### config.mk
export PLATFORM = sky130hd
export DESIGN_NAME = vp_cart_ctrl
export DESIGN_NICKNAME = d
export VERILOG_FILES = /design/src/rtl/vp_cart_pkg.sv /design/src/rtl/vp_cart_map.sv /design/src/rtl/vp_cart_ctrl.sv
export SDC_FILE = /design/constraint.sdc
export NUM_CORES = 1
export LEC_CHECK = 0
export BUFFER_PORTS_ARGS = -buffer_cell sky130_fd_sc_hd__buf_2
export CAP_MARGIN = 20
export CORE_ASPECT_RATIO = 0.5
export CORE_MARGIN = 5
export CORE_UTILIZATION = 52
export DETAILED_ROUTE_END_ITERATION = 6
export GPL_TIMING_DRIVEN = 0
export PLACE_DENSITY = 0.95
export SETUP_SLACK_MARGIN = 0.2
export SLEW_MARGIN = 20
export SYNTH_ARGS = -nofsm -noshare
export SYNTH_HDL_FRONTEND = slang
export SYNTH_SLANG_ARGS = --single-unit
### constraint.sdc
create_clock -name clk_i -period 3.46 [get_ports clk_i]
set_input_delay 0.173 -clock clk_i [delete_from_list [all_inputs] [get_ports clk_i]]
set_output_delay 0.173 -clock clk_i [all_outputs]
set_load 0.1 [all_outputs]
### src/rtl/vp_cart_pkg.sv
// Shared types and constants for the Videopac cartridge ROM controller.
package vp_cart_pkg;

  typedef enum logic [1:0] {
    ST_BOOT    = 2'd0,
    ST_LOAD_LO = 2'd1,
    ST_LOAD_HI = 2'd2,
    ST_RUN     = 2'd3
  } cart_state_t;

  localparam int unsigned BANK0_MIN  = 32'h0000_1000;
  localparam int unsigned BANK1_MIN  = 32'h0000_2000;
  localparam logic [7:0]  RESET_DATA = 8'hFF;

  // A bank line only reaches the ROM once the image is large enough to need it.
  function automatic logic bank_en(input int unsigned size, input int unsigned thr);
    return size > thr;
  endfunction

endpackage

### src/rtl/vp_cart_map.sv
// Console cartridge address + BS0/BS1 to ROM byte address mapper.
module vp_cart_map
  import vp_cart_pkg::*;
#(
  parameter int ADDR_W = 14
) (
  input  logic [11:0]       i_cpu_addr,
  input  logic              i_bs0,
  input  logic              i_bs1,
  input  logic [ADDR_W:0]   i_cart_size,
  output logic [ADDR_W-1:0] o_rom_addr
);

  logic        w_b0;
  logic        w_b1;
  logic [12:0] w_map;
  logic        w_unused_a10;

  // A10 is not decoded by the cartridge slot; A11 selects the upper 1 KiB.
  always_comb begin
    w_b0       = i_bs0 & bank_en(32'(i_cart_size), BANK0_MIN);
    w_b1       = i_bs1 & bank_en(32'(i_cart_size), BANK1_MIN);
    w_map      = {w_b1, w_b0, i_cpu_addr[11], i_cpu_addr[9:0]};
    o_rom_addr = ADDR_W'(w_map);
  end

  assign w_unused_a10 = i_cpu_addr[10];

endmodule

### src/rtl/vp_cart_ctrl.sv
// Cartridge ROM controller: HPS download into ROM, then console fetches.
// VP_WORD_LOAD_EN selects 16-bit word packing; undefined gives byte-mode load.
//
// state      | meaning
// BOOT       | no image; console held in reset, ROM idle
// LOAD_LO    | download active; low byte written on dl_wr_i
// LOAD_HI    | high byte of the current word written, dl_wait_o high
// RUN        | image resident; console runs and fetches from ROM
module vp_cart_ctrl
  import vp_cart_pkg::*;
#(
  parameter int ADDR_W = 14
) (
  input  logic              clk_i,
  input  logic              res_n_i,
  input  logic              dl_active_i,
  input  logic              dl_wr_i,
  input  logic [24:0]       dl_addr_i,
  input  logic [15:0]       dl_data_i,
  output logic              dl_wait_o,
  input  logic [11:0]       cpu_addr_i,
  input  logic              cpu_bs0_i,
  input  logic              cpu_bs1_i,
  output logic [7:0]        cpu_data_o,
  output logic              cpu_res_n_o,
  output logic [ADDR_W-1:0] rom_addr_o,
  output logic [7:0]        rom_data_o,
  output logic              rom_we_o,
  input  logic [7:0]        rom_q_i,
  output logic [ADDR_W:0]   cart_size_o,
  output logic              load_done_o
);

  localparam logic [ADDR_W:0] LP_SIZE_FULL = {1'b1, {ADDR_W{1'b0}}};

  cart_state_t       r_state;
  logic              r_act_q;
  logic [ADDR_W:0]   r_size;
  logic [ADDR_W-1:0] r_rom_addr;
  logic [7:0]        r_rom_data;
  logic              r_rom_we;
  logic              r_dl_wait;
  logic [7:0]        r_cpu_data;
  logic              r_cpu_res_n;
  logic              r_load_done;

  logic              w_rise;
  logic              w_fall;
  logic              w_lo_ok;
  logic              w_wr_byte;
  logic [ADDR_W:0]   w_size_nxt;
  cart_state_t       w_exit_state;
  logic [ADDR_W-1:0] w_map_addr;

  assign w_rise  = dl_active_i & ~r_act_q;
  assign w_fall  = ~dl_active_i & r_act_q;
  assign w_lo_ok = (dl_addr_i[24:ADDR_W] == '0);

`ifdef VP_WORD_LOAD_EN
  logic [25:0]       w_addr_p1;
  logic [ADDR_W-1:0] r_hi_addr;
  logic [7:0]        r_hi_data;
  logic              r_hi_ok;
  logic              r_exit_pend;

  assign w_addr_p1 = {1'b0, dl_addr_i} + 26'd1;
  assign w_wr_byte = ((r_state == ST_LOAD_LO) && dl_wr_i && w_lo_ok)
                   || ((r_state == ST_LOAD_HI) && r_hi_ok);
`else
  logic w_unused_hi;

  assign w_unused_hi = ^dl_data_i[15:8];
  assign w_wr_byte   = (r_state == ST_LOAD_LO) && dl_wr_i && w_lo_ok;
`endif

  assign w_size_nxt = !w_wr_byte                ? r_size :
                      (r_size == LP_SIZE_FULL)  ? r_size :
                      r_size + (ADDR_W+1)'(1);

  // Exit uses the size including any byte written this cycle.
  assign w_exit_state = (w_size_nxt != '0) ? ST_RUN : ST_BOOT;

  vp_cart_map #(
    .ADDR_W (ADDR_W)
  ) u_map (
    .i_cpu_addr  (cpu_addr_i),
    .i_bs0       (cpu_bs0_i),
    .i_bs1       (cpu_bs1_i),
    .i_cart_size (r_size),
    .o_rom_addr  (w_map_addr)
  );

  // r_act_q resets high so a download already active across reset is not
  // mistaken for a new one; a fresh load needs dl_active_i seen low first.
  always_ff @(posedge clk_i or negedge res_n_i) begin
    if (!res_n_i) begin
      r_state     <= ST_BOOT;
      r_act_q     <= 1'b1;
      r_size      <= '0;
      r_rom_addr  <= '0;
      r_rom_data  <= '0;
      r_rom_we    <= 1'b0;
      r_dl_wait   <= 1'b0;
      r_cpu_data  <= RESET_DATA;
      r_cpu_res_n <= 1'b0;
      r_load_done <= 1'b0;
`ifdef VP_WORD_LOAD_EN
      r_hi_addr   <= '0;
      r_hi_data   <= '0;
      r_hi_ok     <= 1'b0;
      r_exit_pend <= 1'b0;
`endif
    end else begin
      r_act_q   <= dl_active_i;
      r_rom_we  <= 1'b0;
      r_dl_wait <= 1'b0;
      if (w_rise) begin
        r_state     <= ST_LOAD_LO;
        r_size      <= '0;
        r_load_done <= 1'b0;
        r_cpu_res_n <= 1'b0;
`ifdef VP_WORD_LOAD_EN
        r_exit_pend <= 1'b0;
`endif
      end else begin
        case (r_state)
          ST_BOOT: begin
            r_cpu_res_n <= 1'b0;
          end
          ST_LOAD_LO: begin
            if (dl_wr_i) begin
              r_rom_addr <= dl_addr_i[ADDR_W-1:0];
              r_rom_data <= dl_data_i[7:0];
              r_rom_we   <= w_lo_ok;
              r_size     <= w_size_nxt;
            end
`ifdef VP_WORD_LOAD_EN
            if (dl_wr_i) begin
              r_dl_wait   <= 1'b1;
              r_hi_addr   <= w_addr_p1[ADDR_W-1:0];
              r_hi_data   <= dl_data_i[15:8];
              r_hi_ok     <= (w_addr_p1[25:ADDR_W] == '0);
              r_exit_pend <= w_fall;
              r_state     <= ST_LOAD_HI;
            end else if (w_fall) begin
              r_state <= w_exit_state;
            end
`else
            if (w_fall) begin
              r_state <= w_exit_state;
            end
`endif
          end
          ST_LOAD_HI: begin
`ifdef VP_WORD_LOAD_EN
            r_rom_addr  <= r_hi_addr;
            r_rom_data  <= r_hi_data;
            r_rom_we    <= r_hi_ok;
            r_size      <= w_size_nxt;
            r_exit_pend <= 1'b0;
            r_state     <= (w_fall || r_exit_pend) ? w_exit_state : ST_LOAD_LO;
`else
            r_state <= ST_BOOT;
`endif
          end
          ST_RUN: begin
            r_rom_addr  <= w_map_addr;
            r_cpu_data  <= rom_q_i;
            r_cpu_res_n <= 1'b1;
            r_load_done <= 1'b1;
          end
          default: begin
            r_state <= ST_BOOT;
          end
        endcase
      end
    end
  end

  assign dl_wait_o   = r_dl_wait;
  assign cpu_data_o  = r_cpu_data;
  assign cpu_res_n_o = r_cpu_res_n;
  assign rom_addr_o  = r_rom_addr;
  assign rom_data_o  = r_rom_data;
  assign rom_we_o    = r_rom_we;
  assign cart_size_o = r_size;
  assign load_done_o = r_load_done;

endmodule

==> impl_results.md <==
* Max-cap violations at 0
* Row cnt at 18
* Mean Syn Cell Area at around 10 sq um
* PnR worst setup slack at ~750 ps
* Sequential-to-total area share from yosys stat at about 47%
* Critical Path RT at 3630 ps
* DP HPWL at 5360 microns
* RSZ-0062 raised after global routing: false
* Logic pwr share at slightly below 50%
* Die height at 61.4 microns
* First-pass GRT wire length at between 10000 and 15000 microns
* GRT met3 Usage at roughly 5.1%
* Overall Global Routing Usage at between 20% and 30%
* WP buf/inv at 2
* Total Nets Final at 454
* Synth top area share at around two fifths
* Initial Utilization at a little over half
* Layout cells sized above 1 at a little over two fifths
* Placement Setup Slack at around 900 ps
* Worst Path Class, Setup: reg -> reg
* GRT met1 Usage at between 20% and 30%
* CP Max Fanout at 8
* CP max-delay cell: or4_1
* ANT nets after route at 0
* Initial DRC count at 156
* CTS Buf Count at 5
* Synth async-reset ratio at between 90% and 100%
* Seq pwr share at a little over a third
* Clock-pin slew on the worst setup and hold paths at about 100 ps
* Total internal power at between 1 and 1.5 mW
* Clock Power Share at ~16%
* Simple-gate portion of the synthesized area at about 22%
* Final setup TNS at 0 ps
* Vias per inst at between 5 and 6
* Number of global-route vias before repair at 2430
* Leakage at approximately 1.7 nW
* Syn_nets at 340
* TritonCTS clock tree: built
* Post-synth EDFFs at 0
* IO buf count at 105
* GP Congestion at between 0.9 and 1
* Post-Synth XOR/XNOR Area at roughly 4.8%
* Warnings from Yosys at 0
* Period minus WS final at roughly 2700 ps
* Critical Path, Cell by Cell: clkbuf_1, inv_1, ha_1, and4bb_1, nand4_4, nand2_2, or4_1, a31oi_1, a21oi_1
* Yosys top cell by area: dfrtp_1
* Synth area leaders: dfrtp_1 (38%), dfstp_2 (8.6%), mux2_2 (6.6%)
* Status: complete, no violations
* GR Util met2 at around 41%
* Routed via count at between 2000 and 3000
* Post-Syn Instances at between 200 and 300
* Final setup violation count at 0
* Most used DFF post-synth: dfrtp_1
* CP peak stage delay at roughly 470 ps
* Post-synthesis adder-cell area fraction at approximately 1.4%
* Area growth syn-to-layout at 26.4%
* Power per cell area at roughly 640 mW/mm^2
* Post-route DRC at 0
* GR Overflow Total at 0
* Root buffer cell: clkbuf_8
* Layout Skew at between 5 and 6 ps
* Pin count of the biggest net entering global routing at 52
* Fmax at around 370 MHz
* Core Box Area at roughly 0.005 sq mm
* Cell variety after synth at 50
* Antenna cells at 0
* Post-cts repair resize count at 0
* Final hold violation count at 0
* Drt first pass iters at 4
* Slew Viols, Final at 0
* Switching pwr at approximately 1.2 mW
* GR peak layer: met2
* Sw frac at 53.6%
* Critical path arrival at ~2900 ps
* H-tree levels at 2
* Mux cell area share after synthesis at between 10% and 20%
* Worst IR Drop VDD at 0.000513 V
* Final WL at 7380 microns
* Clock sinks at between 50 and 60
* Crit. End Element: register
* Die footprint at 0.00692 sq mm
* Mapped Area at 0.00275 sq mm
* Main combinational cell family by area after synthesis: simple AND/OR/NAND/NOR gates
* Hold crit path type: in -> reg
* Slew headroom at between 50 and 60%
* Post-DR wirelength/cell at between 15 and 20 microns
* Initial antenna violation count at 0
* Clock Latency Late Sink at 310 ps
* Die width at between 100 and 150 microns
* Synth Area in Compound Gates at between 7 and 8%
* CP delay by family, top: simple AND/OR/NAND/NOR gates
* Startpoint class of the critical path: register
* IO Count at about 120
* Worst-margin pin slew at between 600 and 700 ps
* Longest Clk Path Bufs at 2
* Fin crit share at approximately four fifths
* #FFs+latches synth at 51
==> area by class of cell <==
type                            instances  area, sq um
Buffer                                 20          106
Clock buffer                            6         72.6
Clock inverter                          2         17.5
Fill cell                             358         1550
Inverter                                8         30.0
Multi-Input combinational cell        191         1320
Sequential cell                        51         1290
Tap cell                               70         87.6
Timing Repair Buffer                  107          548
==> metrics by stage <==
step                instances  utilization (%)  total power, mW  instance area (sq um)  hold slack, ps
floorplan                 270                -             1.66                   2750            -123
global placement          445             66.9             1.84                   3360             296
detailed placement        445             66.9             1.86                   3360             297
CTS                       454             68.9             2.21                   3460            82.2
global route              455             69.1             2.29                   3470            76.7
finish                    455             69.1             2.21                   3470            84.8
==> cells in the final DEF, fill, tap and decap left out, types with 3 or more instances in the layout <==
| master | synthesis | routed |
|---|---|---|
| nor3_1 | 5 | 5 |
| xnor2_1 | 9 | 9 |
| dfrtp_1 | 42 | 42 |
| nand3_1 | 10 | 10 |
| nand4_1 | 8 | 8 |
| nor2_1 | 39 | 39 |
| a21oi_1 | 20 | 20 |
| o21ai_0 | 5 | 5 |
| ha_1 | 3 | 3 |
| mux2i_1 | 14 | 14 |
| nand2_1 | 11 | 11 |
| dfstp_2 | 9 | 9 |
| buf_2 | 4 | 108 |
| and2_1 | 4 | 4 |
| buf_4 | 5 | 6 |
| xor2_1 | 6 | 6 |
| clkbuf_1 | 9 | 10 |
| a31oi_1 | 3 | 3 |
| inv_1 | 8 | 8 |
| nor4_2 | 3 | 3 |
| mux2_2 | 16 | 16 |
| clkbuf_8 | 0 | 5 |
==> worst reg2reg max path: stages (launching register included) <==
cell and delay (ps):
dfrtp_1 380, clkbuf_1 280, inv_1 140, ha_1 250
and4bb_1 240, nand4_4 170, nand2_2 120, or4_1 470
a31oi_1 370, a21oi_1 160
==> synthesized netlist by cell type (all sizes together), types with 2 or more instances <==
master,n
a211oi,2
nand2,12
mux2,16
and3b,2
and2,4
nand3,11
a31oi,3
inv,8
dfrtp,42
xor2,6
nor3b,2
nor4,6
nor2b,2
or2,2
dfstp,9
or3,2
buf,11
clkbuf,9
xnor2,9
ha,3
mux2i,14
nand4,10
nor2,39
o21ai,5
nor3,7
and4,3
a21oi,20
==> routing by layer <==
metal	vias up	wire length, microns
met2	104	3900
li1	1166	-
met1	1218	2770
met4	0	218
met5	-	0
met3	29	487
==> what timing repair did <==
item	in CTS	in global routing
endpoints found under the setup margin	0	0
hold buffers	1	1
setup buffers	0	0
endpoints found under the hold margin	1	42
==> registers in the layout, indices dropped and copies added (netlist names) <==
| register | cells |
|---|---|
| load_done_o | 1 |
| rom_we_o | 1 |
| r_act_q | 1 |
| cpu_res_n_o | 1 |
| cpu_data_o | 8 |
| r_state | 2 |
| cart_size_o | 15 |
| rom_addr_o | 14 |
| rom_data_o | 8 |
==> logic make-up (layout without fill, tap and decap cells) <==
group | after synthesis | in the layout
AO/OA/AOI/OAI | 36 | 36
XOR/XNOR | 15 | 15
adder cells (fa/ha/maj) | 3 | 3
buffers and inverters | 28 | 143
flip-flops | 51 | 51
multiplexers | 30 | 30
other | 1 | 1
AND/OR/NAND/NOR | 106 | 106
==> power groups by stage <==
stage / combinational, mW / sequential, mW / clock (mW)
6_report: 1.08 / 0.768 / 0.356
5_1_grt: 1.12 / 0.781 / 0.388
4_1_cts: 1.09 / 0.766 / 0.360
3_5_place_dp: 1.09 / 0.775 / 0
3_3_place_gp: 1.07 / 0.768 / 0
2_1_floorplan: 0.120 / 1.54 / 0
==> final timing paths <==
kind / start / end / cells after the start / slack, ps
max: cart_size_o[0]$_DFFE_PN0P_ / r_state[1]$_DFFE_PN0P_ / 9 / 750
min: rom_q_i[7] / cpu_data_o[7]$_DFFE_PN1P_ / 2 / 80
max reg2reg: cart_size_o[0]$_DFFE_PN0P_ / r_state[1]$_DFFE_PN0P_ / 9 / 750
min reg2reg: load_done_o$_DFFE_PN0P_ / load_done_o$_DFFE_PN0P_ / 2 / 500
max in group asynchronous: res_n_i / cart_size_o[14]$_DFFE_PN0P_ / 2 / 2610
min in group asynchronous: res_n_i / rom_data_o[2]$_DFFE_PN0P_ / 2 / 410
Note: power is estimated with default switching activity, not from simulation.
